===== config.mk =====
export PLATFORM = sky130hd
export DESIGN_NAME = bcd_seg_driver
export DESIGN_NICKNAME = d
export VERILOG_FILES = /design/src/rtl/bcd_seg_driver.sv
export SDC_FILE = /design/constraint.sdc
export NUM_CORES = 1
export LEC_CHECK = 0
export ABC_AREA = 1
export CORE_MARGIN = 2
export CORE_UTILIZATION = 56
export CTS_CLUSTER_DIAMETER = 50
export CTS_CLUSTER_SIZE = 24
export DETAILED_ROUTE_END_ITERATION = 7
export GPL_TIMING_DRIVEN = 1
export PLACE_DENSITY = 0.88
export SLEW_MARGIN = 5
export SYNTH_ARGS = -nofsm -noshare
export SYNTH_HDL_FRONTEND = slang
export SYNTH_SLANG_ARGS = --single-unit

===== constraint.sdc =====
create_clock -name i_Clk -period 2.37 [get_ports i_Clk]
set_clock_uncertainty 0.2 [all_clocks]
set_input_delay 0.237 -clock i_Clk [delete_from_list [all_inputs] [get_ports i_Clk]]
set_output_delay 0.237 -clock i_Clk [all_outputs]
set_load 0.03 [all_outputs]

===== src/rtl/bcd_seg_driver.sv =====
// 7-segment data stage: sequential 14-bit binary to BCD conversion plus cathode drive for the enabled digit.
// Conversion takes 15 cycles from the accepted load to the commit. The output stage adds 1 cycle from i_Sel/i_Anodos.
// Loads that arrive while o_Busy is high are dropped, not queued. There is no backpressure on the ring decoder side.
module bcd_seg_driver #(
  parameter bit ACTIVE_LOW_SEG = 1'b1
) (
  input  logic        i_Clk,
  input  logic        i_Reset,
  input  logic [13:0] i_Valor,
  input  logic        i_Load,
  output logic        o_Busy,
  input  logic        i_Blank,
  input  logic [1:0]  i_Sel,
  input  logic [3:0]  i_Anodos,
  output logic [6:0]  o_Segmentos,
  output logic [3:0]  o_Anodos,
  output logic        o_Overflow
);

  typedef enum logic [1:0] {IDLE, CONV, DONE} state_t;

  // Raw codes are active-low ({g,f,e,d,c,b,a}, 0 = lit). Polarity is applied at the output register.
  localparam logic [6:0] RAW_BLANK = 7'h7F;
  localparam logic [6:0] RAW_DASH  = 7'h3F;
  localparam logic [6:0] SEG_OFF   = ACTIVE_LOW_SEG ? 7'h7F : 7'h00;

  state_t      state_q, state_d;
  logic [13:0] bin_q, bin_d;
  logic [15:0] bcd_q, bcd_d;
  logic [3:0]  step_q, step_d;
  logic        ovf_pend_q, ovf_pend_d;
  logic [15:0] disp_q, disp_d;
  logic        ovf_q, ovf_d;
  logic        busy_q;
  logic [6:0]  seg_q, seg_d;
  logic [3:0]  an_q, an_d;
  logic [15:0] bcd_adj;

  function automatic logic [6:0] seg_code(input logic [3:0] nib);
    case (nib)
      4'd0:    seg_code = 7'h40;
      4'd1:    seg_code = 7'h79;
      4'd2:    seg_code = 7'h24;
      4'd3:    seg_code = 7'h30;
      4'd4:    seg_code = 7'h19;
      4'd5:    seg_code = 7'h12;
      4'd6:    seg_code = 7'h02;
      4'd7:    seg_code = 7'h78;
      4'd8:    seg_code = 7'h00;
      4'd9:    seg_code = 7'h10;
      default: seg_code = RAW_BLANK;
    endcase
  endfunction

  // Double-dabble add-3 correction on every BCD nibble before the shift.
  always_comb begin
    bcd_adj = bcd_q;
    for (int i = 0; i < 4; i++) begin
      if (bcd_q[4*i +: 4] >= 4'd5) begin
        bcd_adj[4*i +: 4] = bcd_q[4*i +: 4] + 4'd3;
      end
    end
  end

  // Converter FSM next state: capture on load, 14 shift steps, then one commit cycle.
  always_comb begin
    state_d    = state_q;
    bin_d      = bin_q;
    bcd_d      = bcd_q;
    step_d     = step_q;
    ovf_pend_d = ovf_pend_q;
    disp_d     = disp_q;
    ovf_d      = ovf_q;
    case (state_q)
      IDLE: begin
        if (i_Load && !busy_q) begin
          state_d    = CONV;
          bin_d      = i_Valor;
          bcd_d      = 16'h0000;
          ovf_pend_d = (i_Valor > 14'd9999);
          step_d     = 4'd0;
        end
      end
      CONV: begin
        {bcd_d, bin_d} = {bcd_adj[14:0], bin_q, 1'b0};
        step_d         = step_q + 4'd1;
        if (step_q == 4'd13) begin
          state_d = DONE;
        end
      end
      DONE: begin
        disp_d  = bcd_q;
        ovf_d   = ovf_pend_q;
        state_d = IDLE;
      end
      default: state_d = IDLE;
    endcase
  end

  // Converter and display registers. A reset aborts any conversion in flight.
  always_ff @(posedge i_Clk or posedge i_Reset) begin
    if (i_Reset) begin
      state_q    <= IDLE;
      bin_q      <= '0;
      bcd_q      <= '0;
      step_q     <= '0;
      ovf_pend_q <= 1'b0;
      disp_q     <= '0;
      ovf_q      <= 1'b0;
      busy_q     <= 1'b0;
    end else begin
      state_q    <= state_d;
      bin_q      <= bin_d;
      bcd_q      <= bcd_d;
      step_q     <= step_d;
      ovf_pend_q <= ovf_pend_d;
      disp_q     <= disp_d;
      ovf_q      <= ovf_d;
      busy_q     <= (state_d != IDLE);
    end
  end

  // Cathode selection for the digit the ring decoder enables: blanking, dash on overflow, bad-anode guard.
  always_comb begin
    logic [3:0] nib;
    logic       blank_dig;
    logic       onecold;
    logic [6:0] raw;
    nib       = 4'd0;
    blank_dig = 1'b0;
    raw       = RAW_BLANK;
    onecold   = (i_Anodos == 4'b1110) || (i_Anodos == 4'b1101) ||
                (i_Anodos == 4'b1011) || (i_Anodos == 4'b0111);
    case (i_Sel)
      2'd0: begin
        nib       = disp_q[15:12];
        blank_dig = (disp_q[15:12] == 4'd0);
      end
      2'd1: begin
        nib       = disp_q[11:8];
        blank_dig = (disp_q[15:8] == 8'd0);
      end
      2'd2: begin
        nib       = disp_q[7:4];
        blank_dig = (disp_q[15:4] == 12'd0);
      end
      default: begin
        nib       = disp_q[3:0];
        blank_dig = 1'b0;
      end
    endcase
    if (!onecold) begin
      raw = RAW_BLANK;
    end else if (ovf_q) begin
      raw = RAW_DASH;
    end else if (i_Blank && blank_dig) begin
      raw = RAW_BLANK;
    end else begin
      raw = seg_code(nib);
    end
    seg_d = ACTIVE_LOW_SEG ? raw : ~raw;
    an_d  = onecold ? i_Anodos : 4'b1111;
  end

  // The output register keeps the segments and the anodes switching on the same edge.
  always_ff @(posedge i_Clk or posedge i_Reset) begin
    if (i_Reset) begin
      seg_q <= SEG_OFF;
      an_q  <= 4'b1111;
    end else begin
      seg_q <= seg_d;
      an_q  <= an_d;
    end
  end

  assign o_Busy      = busy_q;
  assign o_Overflow  = ovf_q;
  assign o_Segmentos = seg_q;
  assign o_Anodos    = an_q;

endmodule


==> results of run 1 <==
## cell usage after synthesis, types with 4 or more instances
cell / instances
o211ai_1: 17
o21ai_0: 57
o22ai_1: 5
inv_1: 49
nand4_1: 4
dfrtp_1: 55
a21oi_1: 14
nand2_2: 6
buf_2: 7
o21ai_1: 11
nor2_1: 21
nand3_1: 15
nand2_1: 85
ha_1: 13
inv_2: 5
dfstp_2: 11
clkbuf_1: 5
## registers in the layout, indices dropped and copies added, names as in the netlist
register	flops
bcd_q	16
disp_q	16
bin_q	14
o_Segmentos	7
o_Anodos	4
step_q	4
state_q	2
o_Busy	1
o_Overflow	1
ovf_pend_q	1
## routing by layer
layer	vias up	GRT usage [%]
li1	1409	-
met1	1327	27.6
met2	100	38.9
met3	10	3.91
met4	0	10.8
met5	-	0
## how the worst min path moves through the flow
stage / cells after the start / slack (ns) / endpoint / start
2_1_floorplan: 1 / 0.11 / o_Anodos[2] / i_Anodos[3]
3_3_place_gp: 1 / 0.22 / state_q[1] / state_q[1]
3_5_place_dp: 1 / 0.23 / state_q[1] / state_q[1]
4_1_cts: 2 / 0.03 / step_q[2] / i_Reset
5_1_grt: 2 / 0.08 / step_q[3] / i_Reset
6_report: 2 / 0.02 / step_q[2] / i_Reset
## placed cells by master (no fill, tap or decap), types with 2 or more instances in the layout
cell type,instances
nand3_1,15
nand3b_1,3
clkinvlp_4,4
clkbuf_8,10
dfstp_2,11
ha_1,13
nor2_1,21
a21oi_1,14
nor2_2,2
nor2_8,3
clkdlybuf4s50_1,36
buf_4,5
o211ai_1,17
nand3_2,2
dfrtp_1,55
nand3_4,2
inv_2,6
nand2_1,85
inv_1,48
o21ai_0,57
o22ai_1,5
nand4_1,4
o21ai_1,11
nand2_2,6
## metrics by stage
stage	power, uW	std cells	setup WS [ns]	area, um^2	utilization (%)
global placement	4080	508	0.240	3890	65.4
global route	5730	524	0.347	4120	69.1
CTS	5280	524	0.376	4120	69.1
finish	5260	524	0.402	4120	69.1
floorplan	3620	406	0.296	3460	-
detailed placement	4230	508	0.194	3890	65.4
## final cells by class
class | count | area, um^2
Clock buffer | 11 | 163
Clock inverter | 5 | 60.1
Fill cell | 481 | 1840
Inverter | 55 | 209
Multi-Input combinational cell | 270 | 1510
Sequential cell | 66 | 1670
Tap cell | 75 | 93.8
Timing Repair Buffer | 42 | 418
## power by group through the flow
| stage | logic [uW] | registers, uW | clock network [uW] |
|---|---|---|---|
| final | 2310 | 1920 | 1030 |
| after global routing | 2670 | 1970 | 1090 |
| after CTS | 2310 | 1920 | 1050 |
| after detailed placement | 2290 | 1940 | 0 |
| after global placement | 2170 | 1910 | 0 |
| after floorplan | 1620 | 2000 | 0 |
## worst register-to-register path: stages, from the launching register on
cell	delay, ns
dfrtp_1	0.39
inv_1	0.12
ha_1	0.26
inv_1	0.07
nor2_1	0.05
o21ai_0	0.34
a21oi_1	0.14
o21ai_0	0.10
o21ai_0	0.10
## kinds of logic after synthesis
logic type	Yosys count	synth area share (%)
AOI/OAI and AO/OA	107	17.4
xor gates and xnor gates	1	0.253
adders and majority gates	13	4.69
buffers and inverters	70	8.45
DFF	66	48.1
and+or+nand+nor	149	21.2
==> run_results.csv, run 1 <==
group,metric,value,unit
critical_path,r2r_cells,8,
critical_path,crit_chain,"clkdlybuf4s50_1",
route,first_iter_violations,188,
timing,fin_crit,1.97,ns
timing,hold_viol,0,
floorplanning,die_x,82.7,um
clock_network,post-cts-setup-buffers,0,
timing,rsz0062_at_grt,"false",
global_route,gr-total-overflow,0,
critical_path,start_kind,"register",
floorplanning,die_area,6830,um^2
synthesis,synth-seq-cells,66,
power,swShare,41.2,%
global_route,grt_pass1_wl,11600,um
power,power_frac_seq,36.5,%
synthesis,ys_types,35,
place,port_buffers,36,
timing,tightest_slew,0.937,ns
floorplanning,core,5960,um^2
power,comb_power_share,43.9,%
synthesis,yosys-top-cells-area,"dfrtp_1, nand2_1, dfstp_2",
clock_network,hold_buffers,0,
critical_path,cp-startpoint,"o_Segmentos[3]",
route,routed_via_density,5.43,
critical_path,crit_end,"o_Segmentos[3]",
synthesis,syn_area,3460,um^2
critical_path,crit_family,"buffers and inverters",
power,peakVddDrop,0.000671,V
global_route,grt_pass1_vias,2708,
critical_path,worstReg2RegStart,"bcd_q[0]",
synthesis,yosysSeqAreaShare,48.1,%
critical_path,worstSetupEndpointType,"primary output",
place,gp_congestion,0.851,
critical_path,worstReg2RegEnd,"bcd_q[2]",
synthesis,async_reset_ff_share,100,%
synthesis,synth_cells,406,
floorplanning,start_util,58.2,%
floorplanning,num_rows,28,
finish,layout.nets,481,
power,p_switching,2170,uW
critical_path,slowest_delay,0.67,ns
critical_path,crit_required,1.93,ns
synthesis,synth_edf_count,0,
route,wl_met3,386,um
route,wl_met1,2990,um
route,drc_errors,0,
critical_path,arrival,1.53,ns
global_route,grt_max_degree,45,
finish,drive_above_1_share,13.1,%
power,p_leak,0.00195,uW
place,hpwl,4850,um
route,post_drt_wl_per_cell,12.9,um
timing,fin_setup_tns,0,ns
global_route,antenna_found_initial,0,
flow_run,drv_cap,0,
synthesis,synth.avg_cell_area,8.53,um^2
clock_network,clock_latency,0.34,ns
power,p_int,3100,uW
synthesis,synth_warnings,0,
finish,diodes,0,
timing,slew_headroom,37.6,%
route,met2WireLength,3280,um
critical_path,r2r_slack,0.50,ns
critical_path,crit_buf_inv,1,
clock_network,clock-root-buffer,"clkbuf_8",
floorplanning,ios,37,
synthesis,yosys.area.top_type_share,39.7,%
floorplanning,die_y,82.7,um
route,ant_nets,0,
global_route,track_usage,22.6,%
timing,hold_ws,0.0241,ns
status,status,"finished clean",
finish,syn2layout_area_growth,18.8,%
critical_path,crit_fanout,1,
route,wl,6780,um
power,pwr-share-clk,19.6,%
timing,max_freq,0.508,GHz
power,power.density,1280,nW/um^2
critical_path,cp_slowest_cell,"clkdlybuf4s50_1",
clock_network,clkTransAtPathRegs,0.08,ns
clock_network,cts_tree,"yes",
clock_network,htreeDepth,3,
route,dr.pass1.iters,5,
timing,finalSetupViolations,0,
route,vias,2846,
critical_path,cp.depth,1,
synthesis,yosysTopAreaCell,"dfrtp_1",
timing,period_share,83.0,%
worst_hold_path,hp-class,"primary input to async pin",
synthesis,synthFlopType,"dfrtp_1",
synthesis,synth_nets,443,
timing,maxSlewViolCount,0,
route,highest_layer,"met4",
clock_network,cts_buffers,9,
clock_network,cts_sinks,66,
critical_path,crit_type,"register to primary output",
clock_network,clockBufferDepth,2,
clock_network,ctsResizeCount,0,
Power figures use the tool's default switching activity.
==> inputs of run 2 (changes only) <==
- clock period: 2.37 -> 2.1 ns (I/O delays scaled with it)
==> run_results.csv, run 2 (synthesized netlist as in run 1, its figures left out) <==
group,metric,value,unit
critical_path,r2r_cells,8,
critical_path,crit_chain,"clkdlybuf4s50_1",
global_route,track_usage,22.5,%
route,first_iter_violations,140,
critical_path,worstReg2RegStart,"bcd_q[0]",
finish,layout.nets,486,
finish,final_common_cell,"nand2_1",
route,routed_via_density,5.44,
timing,finalSetupViolations,0,
finish,reg_top3,"bcd_q x16, disp_q x16, bin_q x14",
clock_network,clock_latency,0.34,ns
finish,final_cells,529,
route,vias,2878,
timing,fin_setup_tns,0,ns
power,pwr-share-clk,17.8,%
finish,drive_above_1_share,13.9,%
clock_network,clock-root-buffer,"clkbuf_8",
clock_network,clockBufferDepth,2,
finish,final_cell_mix,"nand2_1, o21ai_0, dfrtp_1",
clock_network,post-cts-setup-buffers,0,
timing,rsz0062_at_grt,"false",
clock_network,clkTransAtPathRegs,0.08,ns
timing,tightest_slew,0.940,ns
power,p_switching,2450,uW
route,wl,6900,um
flow_run,drv_cap,0,
critical_path,cp.depth,1,
floorplanning,core,5960,um^2
route,dr.pass1.iters,4,
timing,maxSlewViolCount,0,
floorplanning,num_rows,28,
timing,slew_headroom,37.3,%
floorplanning,start_util,58.2,%
floorplanning,ios,37,
place,hpwl,4900,um
timing,max_freq,0.516,GHz
route,ant_nets,0,
global_route,grt_pass1_vias,2796,
clock_network,cts_tree,"yes",
status,status,"finished clean",
critical_path,worstSetupEndpointType,"primary output",
place,port_buffers,36,
clock_network,cts_buffers,9,
critical_path,cp_slowest_cell,"clkdlybuf4s50_1",
power,p_leak,0.00198,uW
critical_path,slowest_delay,0.66,ns
power,swShare,41.3,%
timing,hold_viol,0,
power,power.density,1420,nW/um^2
clock_network,cts_sinks,66,
critical_path,crit_required,1.69,ns
power,peakVddDrop,0.000683,V
global_route,antenna_found_initial,0,
finish,syn2layout_area_growth,20.2,%
power,comb_power_share,45.5,%
place,gp_congestion,0.879,
power,p_int,3480,uW
timing,period_share,92.3,%
place,dpl-instance-area,3970,um^2
finish,diodes,0,
clock_network,htreeDepth,3,
power,power_frac_seq,36.6,%
critical_path,worstReg2RegEnd,"bcd_q[2]",
floorplanning,die_y,82.7,um
critical_path,arrival,1.53,ns
floorplanning,die_area,6830,um^2
finish,fin_area,4160,um^2
clock_network,ctsResizeCount,0,
global_route,grt_max_degree,67,
critical_path,crit_buf_inv,1,
timing,fin_crit,1.94,ns
route,post_drt_wl_per_cell,13.0,um
global_route,gr-total-overflow,0,
critical_path,crit_family,"buffers and inverters",
worst_hold_path,hp-class,"primary input to async pin",
critical_path,crit_type,"register to primary output",
route,drc_errors,0,
critical_path,r2r_slack,0.25,ns
critical_path,crit_fanout,1,
place,dpl.cell_count,513,
clock_network,hold_buffers,0,
global_route,grt_pass1_wl,11700,um
floorplanning,die_x,82.7,um
critical_path,start_kind,"register",
## run 2: cell count changes in the layout (fill, tap and decap cells not counted), sizes merged
cell / before / now
buf: 6 / 11
clkinv: 0 / 2
clkinvlp: 4 / 2
## run 2: metal layers
metal  global-route usage [%]  part of all wire (%)  vias to the layer above
li1                         -                     -                     1419
met1                     27.5                    43                     1367
met2                     37.9                    50                       76
met3                     5.98                   4.9                       16
met4                     8.69                   1.9                        0
met5                        0                     0                        -
## run 2: per-stage QoR
step	utilization [%]	setup WS [ns]	hold slack, ns	total power [uW]
CTS	69.9	0.142	0.0642	5930
finish	69.9	0.163	0.0509	5920
floorplan	-	0.0534	0.0788	4090
global route	69.9	0.0718	0.0777	6460
global placement	66.6	0.0658	0.220	4670
detailed placement	66.6	0.0427	0.236	4850
## run 2: how the worst max path moves through the flow
stage                               from             end  slack (ns)
after floorplan                  i_Reset        bcd_q[0]        0.05
after global placement          i_Sel[1]  o_Segmentos[6]        0.07
after detailed placement        i_Sel[1]  o_Segmentos[3]        0.04
after CTS                 o_Segmentos[3]  o_Segmentos[3]        0.14
after global routing            bcd_q[0]        bcd_q[1]        0.07
final                     o_Segmentos[3]  o_Segmentos[3]        0.16
## run 2: cell type report
cell class              count  area, um^2
flip-flops and latches     66        1670
clock buffers              11         141
clock inverters             5        55.1
well taps                  75        93.8
inverters                  55         209
fillers                   465        1790
repair buffers             47         493
multi-input cells         270        1510
## run 2: power by group through the flow
stage | sequential [uW] | clock [uW] | combinational (uW)
after floorplan | 2260 | 0 | 1830
after detailed placement | 2190 | 0 | 2660
after CTS | 2170 | 1070 | 2700
final | 2170 | 1060 | 2700
after global placement | 2160 | 0 | 2510
after global routing | 2240 | 1140 | 3080
